[config.mk]
export PLATFORM = sky130hd
export DESIGN_NAME = timer_counter_flat
export DESIGN_NICKNAME = d
export VERILOG_FILES = /design/src/rtl/timer_counter_if.sv /design/src/rtl/timer_counter.sv /design/src/flat_wrapper.sv
export SDC_FILE = /design/constraint.sdc
export NUM_CORES = 1
export LEC_CHECK = 0
export ABC_CLOCK_PERIOD_IN_PS = 5300
export BUFFER_PORTS_ARGS = -buffer_cell sky130_fd_sc_hd__buf_2
export CAP_MARGIN = 15
export CORE_MARGIN = 2
export CORE_UTILIZATION = 58
export DETAILED_ROUTE_END_ITERATION = 8
export GPL_ROUTABILITY_DRIVEN = 0
export PLACE_DENSITY = 0.86
export SYNTH_ARGS = -nofsm -noshare
export SYNTH_HDL_FRONTEND = slang
export SYNTH_SLANG_ARGS = --single-unit
[constraint.sdc]
create_clock -name clk -period 5.3 [get_ports clk]
set_input_delay 0.265 -clock clk [delete_from_list [all_inputs] [get_ports clk]]
set_output_delay 0.265 -clock clk [all_outputs]
set_load 0.01 [all_outputs]
[src/rtl/timer_counter_if.sv]
// timer_counter_if: CPU data-bus port of the timer peripheral.
//   addr    byte address from the CPU (bits [1:0] ignored)
//   we      write strobe
//   byteen  per-byte write enables, bit3 = [31:24]
//   wdata   store data
//   rdata   combinational read data
//   irq     interrupt request to the CPU
interface timer_counter_if;
    logic [31:0] addr;
    logic        we;
    logic [3:0]  byteen;
    logic [31:0] wdata;
    logic [31:0] rdata;
    logic        irq;
    modport master (output addr, we, byteen, wdata, input rdata, irq);
    modport slave (input addr, we, byteen, wdata, output rdata, irq);
endinterface

[src/rtl/timer_counter.sv]
// timer_counter: memory-mapped one-shot / auto-reload timer with interrupt.
//   clk    system clock, rising edge
//   reset  asynchronous active-low reset
//   bus    slave side of timer_counter_if (CTRL, PRESET, COUNT, reserved)
module timer_counter #(
    parameter logic [31:0] BASE_ADDR = 32'h0000_7F00
) (
    input logic            clk,
    input logic            reset,
    timer_counter_if.slave bus
);
    typedef enum logic [1:0] {IDLE, CNT, INT} state_t;
    state_t      state;
    logic        en, im, flag, irq_q;
    logic [1:0]  mode, off;
    logic [31:0] preset, count;
    logic        hit, ctrl_wr, ctrl_b0, preset_wr, reload, expire, flag_nxt, im_nxt;
    logic        unused;
    assign unused = ^bus.addr[1:0];
    always_comb begin
        off       = bus.addr[3:2];
        hit       = bus.addr[31:4] == BASE_ADDR[31:4];
        ctrl_wr   = hit && bus.we && |bus.byteen && off == 2'd0;
        ctrl_b0   = ctrl_wr && bus.byteen[0];
        preset_wr = hit && bus.we && off == 2'd1;
        reload    = mode == 2'b01;
        expire    = state == CNT && en && count == '0;
        // an expiry on the same edge as a CTRL write must not be lost
        flag_nxt  = expire ? 1'b1 : ctrl_wr ? 1'b0 : (state == INT && reload) ? 1'b0 : flag;
        im_nxt    = ctrl_b0 ? bus.wdata[3] : im;
        bus.rdata = !hit ? '0 : off == 2'd0 ? {28'b0, im, mode, en} : off == 2'd1 ? preset :
                    off == 2'd2 ? count : '0;
    end
    assign bus.irq = irq_q;
    always_ff @(posedge clk or negedge reset) begin
        if (!reset) begin
            state  <= IDLE;
            en     <= 1'b0;
            mode   <= 2'b00;
            im     <= 1'b0;
            preset <= '0;
            count  <= '0;
            flag   <= 1'b0;
            irq_q  <= 1'b0;
        end else begin
            case (state)
                IDLE: if (en) begin
                    count <= preset;
                    state <= CNT;
                end
                CNT: if (!en) state <= IDLE;
                    else if (count != '0) count <= count - 32'd1;
                    else state <= INT;
                default: begin
                    state <= IDLE;
                    if (!reload) en <= 1'b0;
                end
            endcase
            // placed after the FSM so a bus write of EN overrides the one-shot clear
            if (ctrl_b0) {im, mode, en} <= bus.wdata[3:0];
            for (int i = 0; i < 4; i++)
                if (preset_wr && bus.byteen[i]) preset[8*i +: 8] <= bus.wdata[8*i +: 8];
            flag  <= flag_nxt;
            irq_q <= flag_nxt & im_nxt;
        end
    end
endmodule

[src/flat_wrapper.sv]
// flat-port wrapper written by rule: the top's interface ports become plain ports
module timer_counter_flat 
#(
    parameter logic [31:0] BASE_ADDR = 32'h0000_7F00
)
  (clk, reset, bus_addr, bus_we, bus_byteen, bus_wdata, bus_rdata, bus_irq);
  timer_counter_if bus_i ();
  input logic clk;
  input logic reset;
  input wire logic [$bits(bus_i.addr)-1:0] bus_addr;
  input wire logic [$bits(bus_i.we)-1:0] bus_we;
  input wire logic [$bits(bus_i.byteen)-1:0] bus_byteen;
  input wire logic [$bits(bus_i.wdata)-1:0] bus_wdata;
  output wire logic [$bits(bus_i.rdata)-1:0] bus_rdata;
  output wire logic [$bits(bus_i.irq)-1:0] bus_irq;
  assign bus_i.addr = bus_addr;
  assign bus_i.we = bus_we;
  assign bus_i.byteen = bus_byteen;
  assign bus_i.wdata = bus_wdata;
  assign bus_rdata = bus_i.rdata;
  assign bus_irq = bus_i.irq;
  timer_counter #(.BASE_ADDR(BASE_ADDR)) u_core (.clk(clk), .reset(reset), .bus(bus_i));
endmodule
Word-level counts from Yosys, hierarchy flattened:

Cells that the tools add are included.

* register bits: 72
* bits of input ports: 71
* output and inout bits: 33

* bitwise operators: 1
* equality and inequality tests: 12
* add/sub/neg operators: 1
* reductions and logical operators: 22
* muxes and demuxes: 19

Operators with widths (number)
* $mux W32: 7
* $pmux W32 S2: 1
* $logic_not A32 Y1: 1
* $reduce_bool A32 Y1: 1
* $sub A32 B1 Y32 const B: 1
* $eq A28 B11 Y1 const B: 1
* $logic_and A1 B1 Y1: 12
* $ne A2 B1 Y1 const B: 4
* $mux W1: 7
* $eq A2 B1 Y1 const B: 3
* $mux W2: 3
* $eq A2 B2 Y1 const B: 2
* $logic_not A2 Y1: 2
* $pmux W2 S2: 1
* $reduce_and A2 Y1: 2
* $reduce_and A4 Y1: 1
* $reduce_or A4 Y1: 1
* $ne A3 B3 Y1 const B: 1
* $ne A2 B2 Y1 const B: 1
* $reduce_bool A2 Y1: 1
* $reduce_or A2 Y1: 1
* $and A1 B1 Y1: 1

Longest topological paths before layout:

* depth in word-level cells: 7
* gate-level depth with buffers: 9
* gate-level depth less buffers: 8

Worst setup path before layout:

No wires, ideal clock.

* path type: reg2reg
* start point: register u_core.count[0]
* end point: register u_core.count[18]
* data arrival time: 2044 ps
* buffers on the path: 1
* path slack: 3131 ps
* cell stages (with the launch flop): 9
* clock period less this slack: 2169 ps
* setup time: 126 ps
* required time: 5174 ps
* cell sequence: dfrtp_1 inv_1 ha_1 nor3b_1 nand4_1 clkbuf_1 or4_1 o21ai_0 a21oi_1

* cells in the longest elaborated chain, start to end: 4

RTL lines
* from (decl): RTL line timer_counter.sv:16 `logic [31:0] preset, count;`
* from (signal assigned): RTL line timer_counter.sv:48 `count <= preset;`
* from (signal assigned): RTL line timer_counter.sv:52 `else if (count != '0) count <= count - 32'd1;`
* $sub A32 B1 Y32: RTL line timer_counter.sv:52
* $mux W32: RTL line timer_counter.sv:52
* $mux W32: RTL line timer_counter.sv:51 `CNT: if (!en) state <= IDLE;`
* $pmux W32 S2: RTL line timer_counter.sv:46 `case (state)`

Several ways; a longest one is shown, not always the timed one. The select of a mux whose other input is x is not followed.
A chain may end at the register's enable or synchronous reset.

Worst setup path after layout:

* start point: register u_core.count[0]
* end point: register u_core.count[24]

Same word-level chain as after synthesis.

==> results.yml <==
logic_synthesis:
  synthMostInstantiatedCell: "dfrtp_1"
  async_reset_ff_share_pct: 100.0
  ys_seq_area_share_pct: 43.64
  synth_xor_area_share_pct: 0
  yosysTopAreaCell: "dfrtp_1"
  yosys-mux-area-fraction_pct: 10.52
  synth-simple-area-share_pct: 20.73
  synthTopCellsByCount: "dfrtp_1 (72), nor2_1 (51), mux2_2 (35)"
  synth.area.top_cells: "dfrtp_1 (44%), mux2_2 (9.5%), a22oi_1 (6.2%), nor2_1 (4.6%), a21oi_1 (4.0%)"
  syn_nets: 522
  synth.avg_cell_area_sq_um: 9.175
  syn_inst: 450
  synth_edf_count: 0
  yosysWarnings: 0
  yosysTopAreaCellShare_pct: 43.64
  synthesis.area_sq_um: 4129
  synthAdderAreaFrac_pct: 0.3030
  synth.distinct_cells: 52
  synth_top_family_by_area: "compound AO/OA/AOI/OAI gates"
  synth.ff_latch_count: 72
  synth_compound_gate_area_share_pct: 21.18
  synth_top_flop_cell: "dfrtp_1"
grt:
  grt_antenna_before_repair: 0
  grt_pass1_vias: 3735
  overflow: 0
  grt_use_total_pct: 27.83
  grt_pass1_wl_mm: 17.10
  grt_start_max_net_pins: 73
route:
  dr.max_layer_used: "met4"
  drtPass1Iterations: 5
  dr_wl_met3_um: 508
  drtAntennaViolNets: 0
  vias: 3957
  drc_errors: 0
  vias_per_cell: 6.212
  wl_per_cell_um: 16.50
  met2_length_mm: 5.258
  wirelength_mm: 10.51
  first_iter_violations: 266
  wl_met1_mm: 4.536
pwr:
  p_int_mw: 0.7968
  power.switching_mw: 0.2335
  p_seq_share_pct: 53.3
  p_leak_nw: 2.283
  ir_worst_vdd_uv: 210.2
  clkPwrFrac_pct: 41.8
  combPwrFrac_pct: 4.9
  powerDensity_nw_per_um2: 211.4
  p_sw_share_pct: 22.66
sta:
  finalMaxSlewViolations: 0
  final.period_utilization_pct: 54.09
  setup_viol: 0
  fmax_ghz: 0.3488
  finalCriticalPeriod_ns: 2.867
  hold_viol_final: 0
  setup_tns_ns: 0
  worst_pin_slew_ns: 0.9108
  rsz0062_at_grt: "no"
  maxSlewHeadroom_pct: 39.28
  worst_clock_skew_ns: 0.009543
cts:
  hold_buffers: 0
  cts_buffers: 9
  insertion_delay_ns: 0.35
  cts_sinks: 72
  htree_levels: 3
  cts_tree: "done"
  clk_path_buf_depth: 2
  cts-resized-gates: 0
  postCtsSetupRepairBufs: 0
  cts_root_buf: "clkbuf_8"
  path_clk_slew_ns: 0.08
critical_path:
  cp_data_arrival_time_ns: 3.11
  rrSetupSlack_ns: 2.43
  worstSetupStartpointType: "register"
  cp.required_ns: 5.54
  cp_max_fo: 26
  endpoint_kind: "register"
  critical_path.max_stage_delay_ns: 0.60
  cpMaxStageDelayCell: "nand4_1"
  worst_r2r_endpoint: "u_core.count[24]"
  critical_path_class: "reg2reg"
  crit_chain: "inv_1 > ha_1 > nor3b_1 > nand4_1 > o31ai_4 > buf_4 > a21oi_1 > o22a_1"
  rr_worst_depth: 8
  worst_r2r_startpoint: "u_core.count[0]"
place:
  port_buffers: 101
  dp_hpwl_mm: 7.117
  placed_cells: 621
floorplanning:
  die_w_um: 88.38
  core-area_sq_um: 6832
  die_h_um: 88.38
  rows: 30
  start_util_pct: 60.44
  dieArea_sq_um: 7810
  ioPinCount: 104
final_layout:
  nNetsFinal: 609
  final_cell_count_no_fill: 637
  regArea_sq_um: 1802
  finish.utilization_pct: 71.34
  nFillCells: 563
  drive_above_1_share_pct: 31.05
  n_antenna_cell: 0
  multiInputGateArea_sq_um: 2185
  syn_to_final_growth_pct: 18.03
outcome:
  outcome: "completed"
min_path:
  hold_path.class: "in2async"
flow_run:
  cap_violations: 0
cells by family (layout without fill, tap and decap cells):
logic type / after synthesis / count (layout)
buf+inv: 37 / 128
compound gates: 135 / 135
mux: 39 / 39
fa+ha+maj: 1 / 1
flops: 72 / 72
simple gates: 166 / 166
critical path: cells and delay by family, from the launching register on:
family	cells	cell delay, ns
AOI/OAI and AO/OA	3	0.74
and+or+nand+nor	2	0.93
adders and majority gates	1	0.20
buffers and inverters	2	0.46
DFF	1	0.43
per-layer routing:
layer / vias to the layer above / global-route usage, %
li1: 1865 / -
met1: 1943 / 35.77
met2: 133 / 45.93
met3: 16 / 3.918
met4: 0 / 14.46
met5: - / 0
flip-flops by register name, summed over array words and instances (netlist names):
signal	cells
u_core.mode	2
u_core.state	2
u_core.bus.irq	1
u_core.flag	1
u_core.en	1
u_core.preset	32
u_core.count	32
u_core.im	1
metrics by stage:
stage | power [mW] | hold slack (ns) | setup WS, ns | cell area [sq um]
after detailed placement | 0.6104 | 0.4973 | 2.489 | 4672
after global routing | 1.061 | 0.1390 | 2.186 | 4873
after CTS | 1.032 | 0.1317 | 2.478 | 4858
after global placement | 0.6088 | 0.4967 | 2.549 | 4672
final | 1.030 | 0.1148 | 2.433 | 4873
after floorplan | 0.5713 | -0.03059 | 3.131 | 4129
final cells by class:
type                    instances  share of cell area [%]
multi-input cells             341                   44.83
flip-flops and latches         72                   36.97
repair buffers                107                   11.45
clock buffers                  11                   2.901
well taps                      96                   2.465
clock inverters                 4                  0.9243
inverters                       6                  0.4621
placed cells by master (no fill, tap or decap), types with 7 or more instances in the layout:
master	Yosys	routed
clkbuf_8	0	10
nor3_1	13	13
nor4_1	17	17
dfrtp_1	72	72
nand2_1	33	33
nor2_1	51	51
nand4_1	7	7
a21oi_1	33	33
or3_1	11	11
o21ai_0	30	30
a22oi_1	34	34
nand3_1	8	8
mux2_2	35	35
buf_2	3	101
o22ai_1	10	10
worst max-delay path by stage:
stage	from	endpoint	slack (ns)	depth (start not counted)
2_1_floorplan	u_core.count[0]	u_core.count[18]	3.13	8
5_1_grt	u_core.count[0]	u_core.bus.irq	2.19	7
4_1_cts	u_core.count[0]	u_core.bus.irq	2.48	7
6_report	u_core.count[0]	u_core.count[24]	2.43	8
3_5_place_dp	u_core.count[0]	u_core.bus.irq	2.49	7
3_3_place_gp	u_core.count[0]	u_core.bus.irq	2.55	7
power by group through the flow:
| stage | Clock [mW] | Sequential [mW] | Combinational (mW) |
|---|---|---|---|
| 2_1_floorplan | 0 | 0.560 | 0.0114 |
| 3_3_place_gp | 0 | 0.560 | 0.0491 |
| 3_5_place_dp | 0 | 0.560 | 0.0507 |
| 4_1_cts | 0.432 | 0.549 | 0.0506 |
| 5_1_grt | 0.455 | 0.549 | 0.0573 |
| 6_report | 0.430 | 0.549 | 0.0510 |
(Power assumes the default switching activity.)
